**src/rtl/pipelined_alu.sv**
```systemverilog
// EX-stage ALU for the 5-stage RV32I pipeline: forwarding and immediate muxes feed
// a single-cycle ALU, and a registered copy of the result drives the EX/MEM boundary.
module pipelined_alu #(
    parameter int XLEN = 32
) (
    input  logic            clk,
    input  logic            rst,
    input  logic [XLEN-1:0] read_data1_in,
    input  logic [XLEN-1:0] read_data2_in,
    input  logic [XLEN-1:0] ex_mem_alu_result_in,
    input  logic [XLEN-1:0] mem_wb_result_in,
    input  logic [1:0]      forwardA,
    input  logic [1:0]      forwardB,
    input  logic [5:0]      alu_control,
    input  logic [XLEN-1:0] imm_val_r,
    input  logic [4:0]      shamt,
    input  logic            alu_src,
    output logic [XLEN-1:0] result,
    output logic [XLEN-1:0] result_q
);

    localparam logic [5:0] OP_ADD   = 6'd1;
    localparam logic [5:0] OP_SUB   = 6'd2;
    localparam logic [5:0] OP_SLL   = 6'd3;
    localparam logic [5:0] OP_SLT   = 6'd4;
    localparam logic [5:0] OP_SLTU  = 6'd5;
    localparam logic [5:0] OP_XOR   = 6'd6;
    localparam logic [5:0] OP_SRL   = 6'd7;
    localparam logic [5:0] OP_SRA   = 6'd8;
    localparam logic [5:0] OP_OR    = 6'd9;
    localparam logic [5:0] OP_AND   = 6'd10;
    localparam logic [5:0] OP_ADDI  = 6'd11;
    localparam logic [5:0] OP_SLTI  = 6'd12;
    localparam logic [5:0] OP_SLTIU = 6'd13;
    localparam logic [5:0] OP_XORI  = 6'd14;
    localparam logic [5:0] OP_ORI   = 6'd15;
    localparam logic [5:0] OP_ANDI  = 6'd16;
    localparam logic [5:0] OP_SLLI  = 6'd17;
    localparam logic [5:0] OP_SRLI  = 6'd18;
    localparam logic [5:0] OP_SRAI  = 6'd19;
    localparam logic [5:0] OP_LB    = 6'd20;
    localparam logic [5:0] OP_LH    = 6'd21;
    localparam logic [5:0] OP_LW    = 6'd22;
    localparam logic [5:0] OP_LBU   = 6'd23;
    localparam logic [5:0] OP_LHU   = 6'd24;
    localparam logic [5:0] OP_SB    = 6'd25;
    localparam logic [5:0] OP_SH    = 6'd26;
    localparam logic [5:0] OP_SW    = 6'd27;
    localparam logic [5:0] OP_BEQ   = 6'd28;
    localparam logic [5:0] OP_BNE   = 6'd29;
    localparam logic [5:0] OP_BLT   = 6'd30;
    localparam logic [5:0] OP_BGE   = 6'd31;
    localparam logic [5:0] OP_BLTU  = 6'd32;
    localparam logic [5:0] OP_BGEU  = 6'd33;
    localparam logic [5:0] OP_LUI   = 6'd34;

    localparam logic [XLEN-2:0] ZPAD = '0;

    logic [XLEN-1:0] src1;
    logic [XLEN-1:0] src2;
    logic [XLEN-1:0] opb;
    logic [XLEN-1:0] result_d;

    // Encoding 11 falls back to the register-file value, same as 00.
    always_comb begin
        src1 = read_data1_in;
        unique case (forwardA)
            2'b10:   src1 = ex_mem_alu_result_in;
            2'b01:   src1 = mem_wb_result_in;
            default: src1 = read_data1_in;
        endcase

        src2 = read_data2_in;
        unique case (forwardB)
            2'b10:   src2 = ex_mem_alu_result_in;
            2'b01:   src2 = mem_wb_result_in;
            default: src2 = read_data2_in;
        endcase

        opb = alu_src ? imm_val_r : src2;
    end

    always_comb begin
        result = '0;
        case (alu_control)
            OP_ADD:   result = src1 + opb;
            OP_SUB:   result = src1 - opb;
            OP_SLL:   result = src1 << opb[4:0];
            OP_SLT:   result = {ZPAD, ($signed(src1) < $signed(opb))};
            OP_SLTU:  result = {ZPAD, (src1 < opb)};
            OP_XOR:   result = src1 ^ opb;
            OP_SRL:   result = src1 >> opb[4:0];
            OP_SRA:   result = XLEN'($signed(src1) >>> opb[4:0]);
            OP_OR:    result = src1 | opb;
            OP_AND:   result = src1 & opb;
            OP_ADDI:  result = src1 + imm_val_r;
            OP_SLTI:  result = {ZPAD, ($signed(src1) < $signed(imm_val_r))};
            OP_SLTIU: result = {ZPAD, (src1 < imm_val_r)};
            OP_XORI:  result = src1 ^ imm_val_r;
            OP_ORI:   result = src1 | imm_val_r;
            OP_ANDI:  result = src1 & imm_val_r;
            OP_SLLI:  result = src1 << shamt;
            OP_SRLI:  result = src1 >> shamt;
            OP_SRAI:  result = XLEN'($signed(src1) >>> shamt);
            OP_LB, OP_LH, OP_LW, OP_LBU, OP_LHU,
            OP_SB, OP_SH, OP_SW:
                      result = src1 + imm_val_r;
            // Branch compares always use src2, never the immediate.
            OP_BEQ:   result = {ZPAD, (src1 == src2)};
            OP_BNE:   result = {ZPAD, (src1 != src2)};
            OP_BLT:   result = {ZPAD, ($signed(src1) < $signed(src2))};
            OP_BGE:   result = {ZPAD, ($signed(src1) >= $signed(src2))};
            OP_BLTU:  result = {ZPAD, (src1 < src2)};
            OP_BGEU:  result = {ZPAD, (src1 >= src2)};
            OP_LUI:   result = imm_val_r;
            default:  result = '0;
        endcase
    end

    always_comb begin
        result_d = rst ? '0 : result;
    end

    always_ff @(posedge clk) begin
        result_q <= result_d;
    end

endmodule

```
**config.mk**
```make
export PLATFORM = sky130hd
export DESIGN_NAME = pipelined_alu
export DESIGN_NICKNAME = d
export VERILOG_FILES = /design/src/rtl/pipelined_alu.sv
export SDC_FILE = /design/constraint.sdc
export NUM_CORES = 1
export LEC_CHECK = 0
export ABC_AREA = 1
export BUFFER_PORTS_ARGS = -buffer_cell sky130_fd_sc_hd__buf_2
export CAP_MARGIN = 20
export CORE_ASPECT_RATIO = 1.4
export CORE_MARGIN = 2
export CORE_UTILIZATION = 60
export DETAILED_ROUTE_END_ITERATION = 10
export PLACE_DENSITY = 0.95
export SLEW_MARGIN = 5
export SYNTH_ARGS = -nofsm -noshare
export SYNTH_HDL_FRONTEND = slang
export SYNTH_SLANG_ARGS = --single-unit
```
**constraint.sdc**
```tcl
create_clock -name clk -period 18 [get_ports clk]
set_clock_uncertainty 0.2 [all_clocks]
set_input_delay 5.4 -clock clk [delete_from_list [all_inputs] [get_ports clk]]
set_output_delay 5.4 -clock clk [all_outputs]
set_load 0.005 [all_outputs]
```
==> results of run 1 <==
## kinds of logic after synthesis
group | after synthesis | synth area share
AOI/OAI and AO/OA | 736 | 0.255
xor gates and xnor gates | 16 | 0.00858
adders and majority gates | 132 | 0.102
buffers and inverters | 402 | 0.104
DFF | 32 | 0.0392
muxes | 2 | 0.00123
and+or+nand+nor | 1865 | 0.491
## metrics by stage
stage / instances / utilization / setup WS, ns / area, um^2
after floorplan: 3185 / - / 3.90 / 16300
after global placement: 3710 / 0.662 / 2.17 / 17800
after CTS: 3718 / 0.668 / 2.03 / 17900
after detailed placement: 3710 / 0.662 / 2.05 / 17800
## metal layers
metal	overflow	global-route usage
met1	0	0.693
met2	4	0.862
met3	0	0.488
met4	1	0.660
met5	0	0.162
==> flow_summary.ini, run 1 <==
[run_status]
outcome = stopped before the end
failing_step = 5_1_grt
error = [ERROR GRT-0116] Global routing finished with congestion. Check the congestion regions in the DRC Viewer.

[global_routing]
grt_pass1_wl_mm = 145
grt_overflow = 5
grt_usage = 0.679
grt_start_max_net_pins = 65
grt_pass1_vias = 23800

[cts]
cts_setup_buffers = 0
cts_root_buf = clkbuf_16
htree_levels = 2
numClockSinks = 32
ctsHoldBuffers = 0
cts_resized = 0
cts_buffer_depth = 2
cts_inserted_buffers = 5

[synthesis]
syn_nets = 3495
synth_edf_count = 0
yosys_warnings = 0
ys_types = 57
yosys.area.top_type = nand2_1
netlist.area_leader.share = 0.235
synthTopCellsByArea = nand2_1 23%, nand3_1 15%, ha_1 10%, o21ai_0 8.4%, a21oi_1 5.9%
ys_ff_latch = 32
synth_commonest_cells = 1021 x nand2_1, 483 x nand3_1, 275 x o21ai_0
synth_ff_type = dfxtp_1
synthCells = 3185
syn_avg_cell_area_um2 = 5.13
synth_area_um2 = 16300
seq_area_frac_synth = 0.0392
synth.most_common_cell = nand2_1
synthArstFlopShare = 0

[floorplan]
io_pins = 242
fp.dieW_um = 143
die_h_um = 199
floorplan.initialDensity = 0.609
num_rows = 71

[placement]
port-buffer-count = 241
place.gp.congestion = 1.31
place_hpwl_mm = 70.3
==> inputs of run 2 (changes only) <==
--- a/config.mk
+++ b/config.mk
@@ -8,11 +8,10 @@
 export ABC_AREA = 1
 export BUFFER_PORTS_ARGS = -buffer_cell sky130_fd_sc_hd__buf_2
 export CAP_MARGIN = 20
-export CORE_ASPECT_RATIO = 1.4
 export CORE_MARGIN = 2
-export CORE_UTILIZATION = 60
+export CORE_UTILIZATION = 40
 export DETAILED_ROUTE_END_ITERATION = 10
-export PLACE_DENSITY = 0.95
+export PLACE_DENSITY_LB_ADDON = 0.15
 export SLEW_MARGIN = 5
 export SYNTH_ARGS = -nofsm -noshare
 export SYNTH_HDL_FRONTEND = slang
==> run 2 against run 1 <==
Against the previous run: the run now ends clean; synthesized cell count is the same; synthesized area unchanged.
==> flow_summary.ini, run 2 <==
[synthesis]
ys_ff_latch = 32
netlist.area_leader.share = 0.235
syn_nets = 3495
synth_commonest_cells = 1021 x nand2_1, 483 x nand3_1, 275 x o21ai_0
yosys.area.top_type = nand2_1
synth.most_common_cell = nand2_1
syn_avg_cell_area_um2 = 5.13
yosys_warnings = 0
synthTopCellsByArea = nand2_1 23%, nand3_1 15%, ha_1 10%, o21ai_0 8.4%, a21oi_1 5.9%
synth_area_um2 = 16300
ys_types = 57
synthArstFlopShare = 0
synth_edf_count = 0
seq_area_frac_synth = 0.0392
synth_ff_type = dfxtp_1
synthCells = 3185

[min_path]
whs_path_depth = 2
min_from = rst
min_path_type = in2reg
hold_end = result_q[17]

[layout]
area_growth_pct = 11.0
layout_common_cells = 1021 x nand2_1, 483 x nand3_1, 273 x o21ai_0
nNetsFinal = 3664
top_register = result_q
fill_cells = 4610
finalCoreUtilization = 0.447
largest_reg_flops = 32
drive_gt1_frac = 0.118
reg_top3 = result_q: 32 flops
layout_commonest_cell = nand2_1

[run_status]
outcome = finished clean

[drt]
ant_nets = 0
vias = 24718
first_pass_iters = 8
drt_iter0_markers = 3635
wl_per_cell_um = 26.0
wirelength_mm = 101
avgViaCountPerCell = 6.35
drcViolationCount = 0

[floorplan]
io_pins = 242
die_h_um = 206
num_rows = 74
dieArea_um2 = 42500
fp.dieW_um = 206
floorplan.initialDensity = 0.403
core_area_um2 = 40600

[global_routing]
grt_usage = 0.460
antenna_found_initial = 10
grt_pass1_wl_mm = 143
grt_pass1_vias = 22129
grt_overflow = 0
grt_start_max_net_pins = 64

[power_and_ir_drop]
pwr-share-clk = 0.064
power_frac_seq = 0.066
p_per_area_nw_per_um2 = 66.9
finalPower_mw = 1.21
swShare = 0.644
p_int_mw = 0.432
p_leak_nw = 9.29
comb_power_share = 0.869
p_sw_mw = 0.781
vdd_drop_max_mv = 0.0407

[timing]
slew-limit-headroom = 0.224
hold_violations = 0
fin_crit_ns = 16.86
drv_slew = 0
worst_pin_slew_ns = 1.15
final-setup-viol-count = 0
fmax_mhz = 59.3
rsz0062_at_grt = no
finalCritPeriodShare = 0.936
final.setup.tns_ns = 0

[setup_path]
critPathLaunchType = input port
critPathRequiredTime_ns = 12.40
crit_buf_inv = 7
end_kind = output pin
crit_chain = buf_2 > inv_1 > ha_1 > inv_2 > nand3_1 > o21ai_1 > inv_1 > ha_1 > o21ai_0 > inv_1 > a21oi_1 > o21bai_1 > o21ai_0 > nand3_1 > nor3_1 > nand3_1 > nor2_1 > inv_1 > buf_2
crit_arrival_ns = 11.26
critPathMaxStageDelay_ns = 0.85
crit_type = in2out
critPathMaxFanout = 63
path_common_cell = inv_1
critPathSlowestCell = nor3_1
critPathTopFamily = compound AO/OA/AOI/OAI gates

[cts]
cts_setup_buffers = 0
ctsHoldBuffers = 0
tritoncts = built
cts_inserted_buffers = 5
htree_levels = 2
cts_root_buf = clkbuf_16
numClockSinks = 32
cts_resized = 0
path_clk_slew_ns = 0.05
cts_buffer_depth = 2

[flow_run]
drv_cap = 0

[placement]
place.gp.congestion = 1.15
port-buffer-count = 241
place_hpwl_mm = 80.1
==> run 2: cell counts after synthesis <==
Identical to the previous run, type by type.
==> run 2: through the flow <==
| stage | cell area (um^2) | setup slack, ns | cells | hold slack (ns) |
|---|---|---|---|---|
| after floorplan | 16300 | 3.90 | 3185 | 5.46 |
| after global placement | 18000 | 1.57 | 3877 | 5.58 |
| after detailed placement | 18000 | 1.48 | 3878 | 5.57 |
| after CTS | 18100 | 1.48 | 3885 | 5.36 |
| after global routing | 18100 | 0.985 | 3886 | 5.39 |
| final | 18100 | 1.14 | 3891 | 5.37 |
==> run 2: power by group through the flow <==
stage,registers [mW],clock network (mW),logic [mW]
5_1_grt,0.0813,0.0810,1.13
6_report,0.0804,0.0779,1.05
2_1_floorplan,0.0833,0,0.643
4_1_cts,0.0805,0.0785,1.00
3_5_place_dp,0.0819,0,1.00
3_3_place_gp,0.0816,0,0.991
==> run 2: how the worst max path moves through the flow <==
stage           startpoint    endpoint  depth (start not counted)
6_report       forwardA[0]   result[9]                         19
5_1_grt        forwardA[0]  result[13]                         19
2_1_floorplan  forwardB[0]  result[14]                         22
3_3_place_gp   forwardA[0]   result[9]                         19
4_1_cts        forwardA[0]   result[9]                         19
3_5_place_dp   forwardA[0]   result[9]                         19
==> run 2: kinds of logic (layout without fill, tap and decap cells) <==
group,Yosys count,after routing,share of synthesized area
AOI/OAI and AO/OA,736,736,0.255
adders and majority gates,132,132,0.102
other,0,5,0
xor gates and xnor gates,16,16,0.00858
and+or+nand+nor,1865,1865,0.491
buffers and inverters,402,571,0.104
DFF,32,32,0.0392
muxes,2,2,0.00123
==> run 2: layer usage <==
metal / track usage / up-vias / share of wire
li1: - / 11202 / -
met1: 0.546 / 11242 / 0.37
met2: 0.697 / 1811 / 0.42
met3: 0.133 / 455 / 0.12
met4: 0.352 / 8 / 0.089
met5: 0 / - / 0.00058
==> run 2: final cells by class <==
type / count / area [um^2] / share of cell area
Clock inverter: 1 / 5.00 / 0.000276
Antenna cell: 5 / 12.5 / 0.000690
Timing Repair Buffer: 302 / 1670 / 0.0920
Sequential cell: 32 / 641 / 0.0353
Inverter: 262 / 996 / 0.0549
Multi-Input combinational cell: 2751 / 14000 / 0.773
Clock buffer: 6 / 129 / 0.00710
Tap cell: 532 / 666 / 0.0367
Note: power is estimated with default switching activity, not from simulation.
